<file path="config.mk">
export PLATFORM = sky130hd
export DESIGN_NAME = sync_mem_2p
export DESIGN_NICKNAME = d
export VERILOG_FILES = /design/src/rtl/sync_mem_pkg.sv /design/src/rtl/sync_mem_rd_pipe.sv /design/src/rtl/sync_mem_2p.sv
export SDC_FILE = /design/constraint.sdc
export NUM_CORES = 1
export LEC_CHECK = 0
export CAP_MARGIN = 20
export CORE_UTILIZATION = 30
export CTS_BUF_LIST = sky130_fd_sc_hd__clkbuf_4 sky130_fd_sc_hd__clkbuf_8 sky130_fd_sc_hd__clkbuf_16
export CTS_CLUSTER_SIZE = 8
export DETAILED_ROUTE_END_ITERATION = 7
export DONT_BUFFER_PORTS = 1
export PLACE_DENSITY = 0.46
export SYNTH_ARGS = -nofsm -noshare
export SYNTH_HDL_FRONTEND = slang
export SYNTH_SLANG_ARGS = --single-unit
export TNS_END_PERCENT = 50
</file>
<file path="constraint.sdc">
create_clock -name clk -period 6.05 [get_ports clk]
set_input_delay 0.9075 -clock clk [delete_from_list [all_inputs] [get_ports clk]]
set_output_delay 0.9075 -clock clk [all_outputs]
set_load 0.01 [all_outputs]
</file>
<file path="src/rtl/sync_mem_pkg.sv">
// Shared types and helpers for the synchronous two-port memory.
package sync_mem_pkg;

    typedef enum logic {INIT, RUN} mem_state_t;

    localparam int BYTE_W = 8;

    function automatic int nb(input int w);
        return w / BYTE_W;
    endfunction

endpackage

</file>
<file path="src/rtl/sync_mem_rd_pipe.sv">
// Read-result pipeline: one or two register stages carrying valid and data.
module sync_mem_rd_pipe #(
    parameter int W      = 32,
    parameter int RD_LAT = 1
) (
    input  logic         clk,
    input  logic         rst,
    input  logic         vld_in,
    input  logic [W-1:0] data_in,
    output logic         vld_out,
    output logic [W-1:0] data_out
);

    logic         vld_p0;
    logic [W-1:0] data_p0;

    // Stage p0: capture the array word at the accept edge; data holds between results
    always_ff @(posedge clk or posedge rst) begin
        if (rst) begin
            vld_p0  <= 1'b0;
            data_p0 <= '0;
        end else begin
            vld_p0 <= vld_in;
            if (vld_in) data_p0 <= data_in;
        end
    end

    generate
        if (RD_LAT == 2) begin : g_lat2
            logic         vld_p1;
            logic [W-1:0] data_p1;

            // Stage p1: plain retiming register on both valid and data
            always_ff @(posedge clk or posedge rst) begin
                if (rst) begin
                    vld_p1  <= 1'b0;
                    data_p1 <= '0;
                end else begin
                    vld_p1 <= vld_p0;
                    if (vld_p0) data_p1 <= data_p0;
                end
            end

            assign vld_out  = vld_p1;
            assign data_out = data_p1;
        end else begin : g_lat1
            assign vld_out  = vld_p0;
            assign data_out = data_p0;
        end
    endgenerate

endmodule

</file>
<file path="src/rtl/sync_mem_2p.sv">
// Synchronous two-port memory: byte-enabled write port, pipelined read port,
// self-clearing init sweep after reset.
module sync_mem_2p
    import sync_mem_pkg::*;
#(
    parameter int           W       = 32,
    parameter int           A       = 4,
    parameter int           RD_LAT  = 1,
    parameter logic [W-1:0] CLR_VAL = '0
) (
    input  logic              clk,
    input  logic              rst,
    input  logic              wr_req,
    input  logic [A-1:0]      wr_addr,
    input  logic [W-1:0]      wr_data,
    input  logic [nb(W)-1:0]  wr_be,
    output logic              wr_ack,
    input  logic              rd_req,
    input  logic [A-1:0]      rd_addr,
    output logic              rd_valid,
    output logic [W-1:0]      rd_data,
    output logic              busy
);

    localparam int NB    = nb(W);
    localparam int DEPTH = 2 ** A;

    generate
        if (RD_LAT != 1 && RD_LAT != 2) begin : g_bad_lat
            $error("sync_mem_2p: RD_LAT must be 1 or 2");
        end
        if (W % BYTE_W != 0) begin : g_bad_w
            $error("sync_mem_2p: W must be a multiple of 8");
        end
    endgenerate

    logic [W-1:0] mem [DEPTH];
    mem_state_t   state;
    logic [A-1:0] cnt;
    logic         wr_fire;
    logic         rd_fire;

    assign wr_fire = wr_req && (state == RUN);
    assign rd_fire = rd_req && (state == RUN);

    always_ff @(posedge clk or posedge rst) begin
        if (rst) begin
            state  <= INIT;
            cnt    <= '0;
            busy   <= 1'b1;
            wr_ack <= 1'b0;
        end else begin
            wr_ack <= wr_fire;
            case (state)
                INIT: begin
                    cnt <= cnt + 1'b1;
                    if (cnt == {A{1'b1}}) begin
                        state <= RUN;
                        busy  <= 1'b0;
                    end
                end
                RUN:     busy  <= 1'b0;
                default: state <= INIT;
            endcase
        end
    end

    // The sweep owns the array until RUN; afterwards only the write port updates it
    always_ff @(posedge clk) begin
        if (state == INIT) begin
            mem[cnt] <= CLR_VAL;
        end else if (wr_fire) begin
            for (int i = 0; i < NB; i++) begin
                if (wr_be[i]) mem[wr_addr][i*BYTE_W +: BYTE_W] <= wr_data[i*BYTE_W +: BYTE_W];
            end
        end
    end

    // Array is read before this edge's write lands, so a same-address read sees old data
    sync_mem_rd_pipe #(
        .W      (W),
        .RD_LAT (RD_LAT)
    ) u_rd_pipe (
        .clk      (clk),
        .rst      (rst),
        .vld_in   (rd_fire),
        .data_in  (mem[rd_addr]),
        .vld_out  (rd_valid),
        .data_out (rd_data)
    );

endmodule

</file>
==> results.yml <==
outcome:
  status: "finished, final reports clean"
power:
  power_per_cell_area_nw_per_um2: 344.3
  clock_power_share: 0.480
  combinationalPowerShare: 0.039
  p_total_w: 0.008866
  cellLeakagePower_nw: 9.750
  power_switching_w: 0.001805
  switching_share: 0.2035
  worst_ir_drop_vdd_mv: 0.1986
  power.share.sequential: 0.481
  internal_power_w: 0.007062
critical_path:
  cp.arrival_ns: 3.48
  timing.critical_path.buf_inv: 1
  timing.critical_path.slowest_stage_cell: "mux2i_2"
  cp.required_ns: 6.39
  end_kind: "flip-flop"
  worst_path_largest_cell_delay_ns: 0.93
  worst_path_dominant_cell_family: "multiplexers"
  critPathMaxFanout: 40
  worstSetupPathType: "flip-flop to flip-flop"
  start_kind: "flip-flop"
  worstPathCellList: "and2_2 -> o41a_4 -> mux2i_2 -> nor3_1 -> buf_2"
floorplan:
  die_y_um: 272.3
  ios: 83
  core_region_area_um2: 71850
  die_width_um: 272.3
  floorplan.initialDensity: 0.3051
  rows: 98
  fp.dieArea_um2: 74170
global_route:
  grt_first_pass_wirelength_mm: 81.09
  track_usage: 0.1506
  grt_overflow: 0
  grt_pass1_vias: 11841
  antenna_found_initial: 4
  grt_max_degree: 257
routing:
  totalWireLength_mm: 55.94
  drtAntennaViolNets: 0
  first_iter_violations: 880
  drc: 0
  detail_route.vias_per_cell: 4.830
  detail_route.first_pass.iterations: 5
  dr_total_vias: 11708
  routedWlPerCell_um: 23.08
clock_tree:
  post-cts-setup-buffers: 0
  cts_resized: 0
  numCtsBuffers: 78
  post_cts_hold_buffer_count: 0
  maximum_level_of_the_cts_h_tree: 3
  tritoncts: "built"
  clk_root_buffer_cell: "clkbuf_16"
  clkTransAtPathRegs_ns: 0.05
  cts_buffer_depth: 3
  clkLatencyLatePin_ns: 0.59
  tritoncts_num_sinks: 552
timing:
  timing.setup.tns_ns: 0
  final-hold-violation-count: 0
  final_period_minus_worst_setup_slack_ns: 3.149
  clock_skew_ns: 0.01550
  report.final.setup_viol: 0
  slew_headroom: 0.05940
  fmax_mhz: 317.6
  max_slew.worst_pin.slew_ns: 1.411
  final-max-slew-violation-count: 0
  unrepaired_setup_endpoints_after_global_routing: "no"
  timing.final.crit_share: 0.5204
place:
  placer_congestion: 0.7131
  placed_cell_area_um2: 23270
  hpwl_mm: 30.54
  portBuffers: 0
finish:
  finish.instance_area_um2: 25750
  area_growth_syn_to_layout_pct: 17.45
  fillers: 6898
  share_of_layout_cells_above_drive_strength_1: 0.1595
  nets: 1465
logic_synthesis:
  synthTopCellsByArea: "edfxtp_1 (70%), mux2i_1 (12%), dfrtp_1 (4.5%), a22oi_1 (2.6%), nand2_1 (1.9%)"
  synth-edff-count: 512
  gate_count_post_synth: 1345
  synth.ff_latch_count: 552
  synth_warnings: 0
  synth-seq-area-share: 0.7470
  synth.largest_area_cell: "edfxtp_1"
  synth_fp_nets: 1394
  synth_area_per_cell_um2: 16.30
  synth_top_cell_area_share: 0.7012
  synth_flop_cell: "edfxtp_1"
  syn_area_um2: 21920
  ys_types: 33
  ys_async_sr_fraction: 0.07246
run:
  drv.max_cap_violation_count: 0
min_path:
  hold_path_class: "input pin to async pin"
==> stage by stage <==
step	worst slack [ns]	std cells	hold slack, ns	util
finish	2.901	2424	0.4133	0.3584
floorplan	3.057	1345	0.4490	-
global placement	2.488	2282	0.4600	0.3239
detailed placement	2.406	2282	0.4599	0.3239
global route	2.757	2423	0.4680	0.3583
CTS	2.679	2419	0.4152	0.3580
==> sequential cells by signal (all words and copies together), names as in the netlist <==
signal / flops
mem: 512
u_rd_pipe.data_out: 32
cnt: 4
busy: 1
state: 1
u_rd_pipe.vld_out: 1
wr_ack: 1
==> cells by family (layout without fill, tap and decap cells) <==
group	after synthesis	count (layout)	synth area share
XOR/XNOR	3	3	0.001199
AO/OA/AOI/OAI	113	113	0.03572
flip-flops	552	552	0.7470
AND/OR/NAND/NOR	325	325	0.07213
other	0	1	0
adder cells (fa/ha/maj)	1	1	0.0005706
buffers and inverters	86	214	0.01889
multiplexers	265	265	0.1245
==> cell usage after synthesis, types with 5 or more instances <==
cell      count
mux2i_4       5
and2_1       33
nand3_1      76
nand4_1      21
clkbuf_1     37
nand2_1     111
dfrtp_1      39
a22oi_1      75
nor2_1        7
nor2b_1      10
mux2i_1     256
buf_1         7
a21oi_1      32
edfxtp_1    512
nor3_1       61
buf_2        31
==> cell usage in the layout, fill, tap and decap left out, types with 3 or more instances in the layout <==
cell type | synthesis | final
a21boi_1 | 4 | 4
a21oi_1 | 32 | 32
a22oi_1 | 75 | 75
and2_1 | 33 | 32
buf_4 | 3 | 70
clkbuf_16 | 0 | 81
clkbuf_4 | 0 | 58
dfrtp_1 | 39 | 39
edfxtp_1 | 512 | 512
mux2i_1 | 256 | 256
mux2i_4 | 5 | 5
nand2_1 | 111 | 110
nand3_1 | 76 | 75
nand4_1 | 21 | 21
nor2_1 | 7 | 5
nor2b_1 | 10 | 8
nor3_1 | 61 | 61
nor3_2 | 3 | 3
xnor2_1 | 3 | 3
==> path summary, 6_finish.rpt <==
kind                            slack, ns                endpoint  cells past startpoint  startpoint
worst max-delay path                 2.90             mem[13][19]                      5       state
worst min-delay path                 0.41   u_rd_pipe.data_out[2]                      2         rst
worst max register to register       2.90             mem[13][19]                      5       state
worst min register to register       0.47                    busy                      2        busy
max in group asynchronous            5.09  u_rd_pipe.data_out[15]                      2         rst
min in group clk                     0.47                    busy                      2        busy
==> power by group through the flow <==
stage / Combinational, W / Sequential [W] / Clock, W
CTS: 0.000346 / 0.00427 / 0.00436
global route: 0.000374 / 0.00427 / 0.00450
finish: 0.000345 / 0.00427 / 0.00425
floorplan: 0.000268 / 0.00432 / 0
detailed placement: 0.000345 / 0.00434 / 0
global placement: 0.000340 / 0.00434 / 0
==> cell type report <==
cell class | instances | area [µm²] | area share
inverters | 3 | 11.26 | 0.0004373
diodes | 1 | 2.502 | 0.00009718
multi-input cells | 707 | 5172 | 0.2009
flip-flops and latches | 552 | 16380 | 0.6360
well taps | 950 | 1189 | 0.04616
repair buffers | 74 | 550.5 | 0.02138
clock buffers | 137 | 2447 | 0.09504
==> layer usage <==
metal | GRT usage | up-vias | share of wire
met5 | 0 | - | 0
met4 | 0.04406 | 0 | 0.018
met1 | 0.2087 | 6011 | 0.47
li1 | - | 5356 | -
met3 | 0.02874 | 73 | 0.048
met2 | 0.2394 | 268 | 0.47
(Power assumes the default switching activity.)
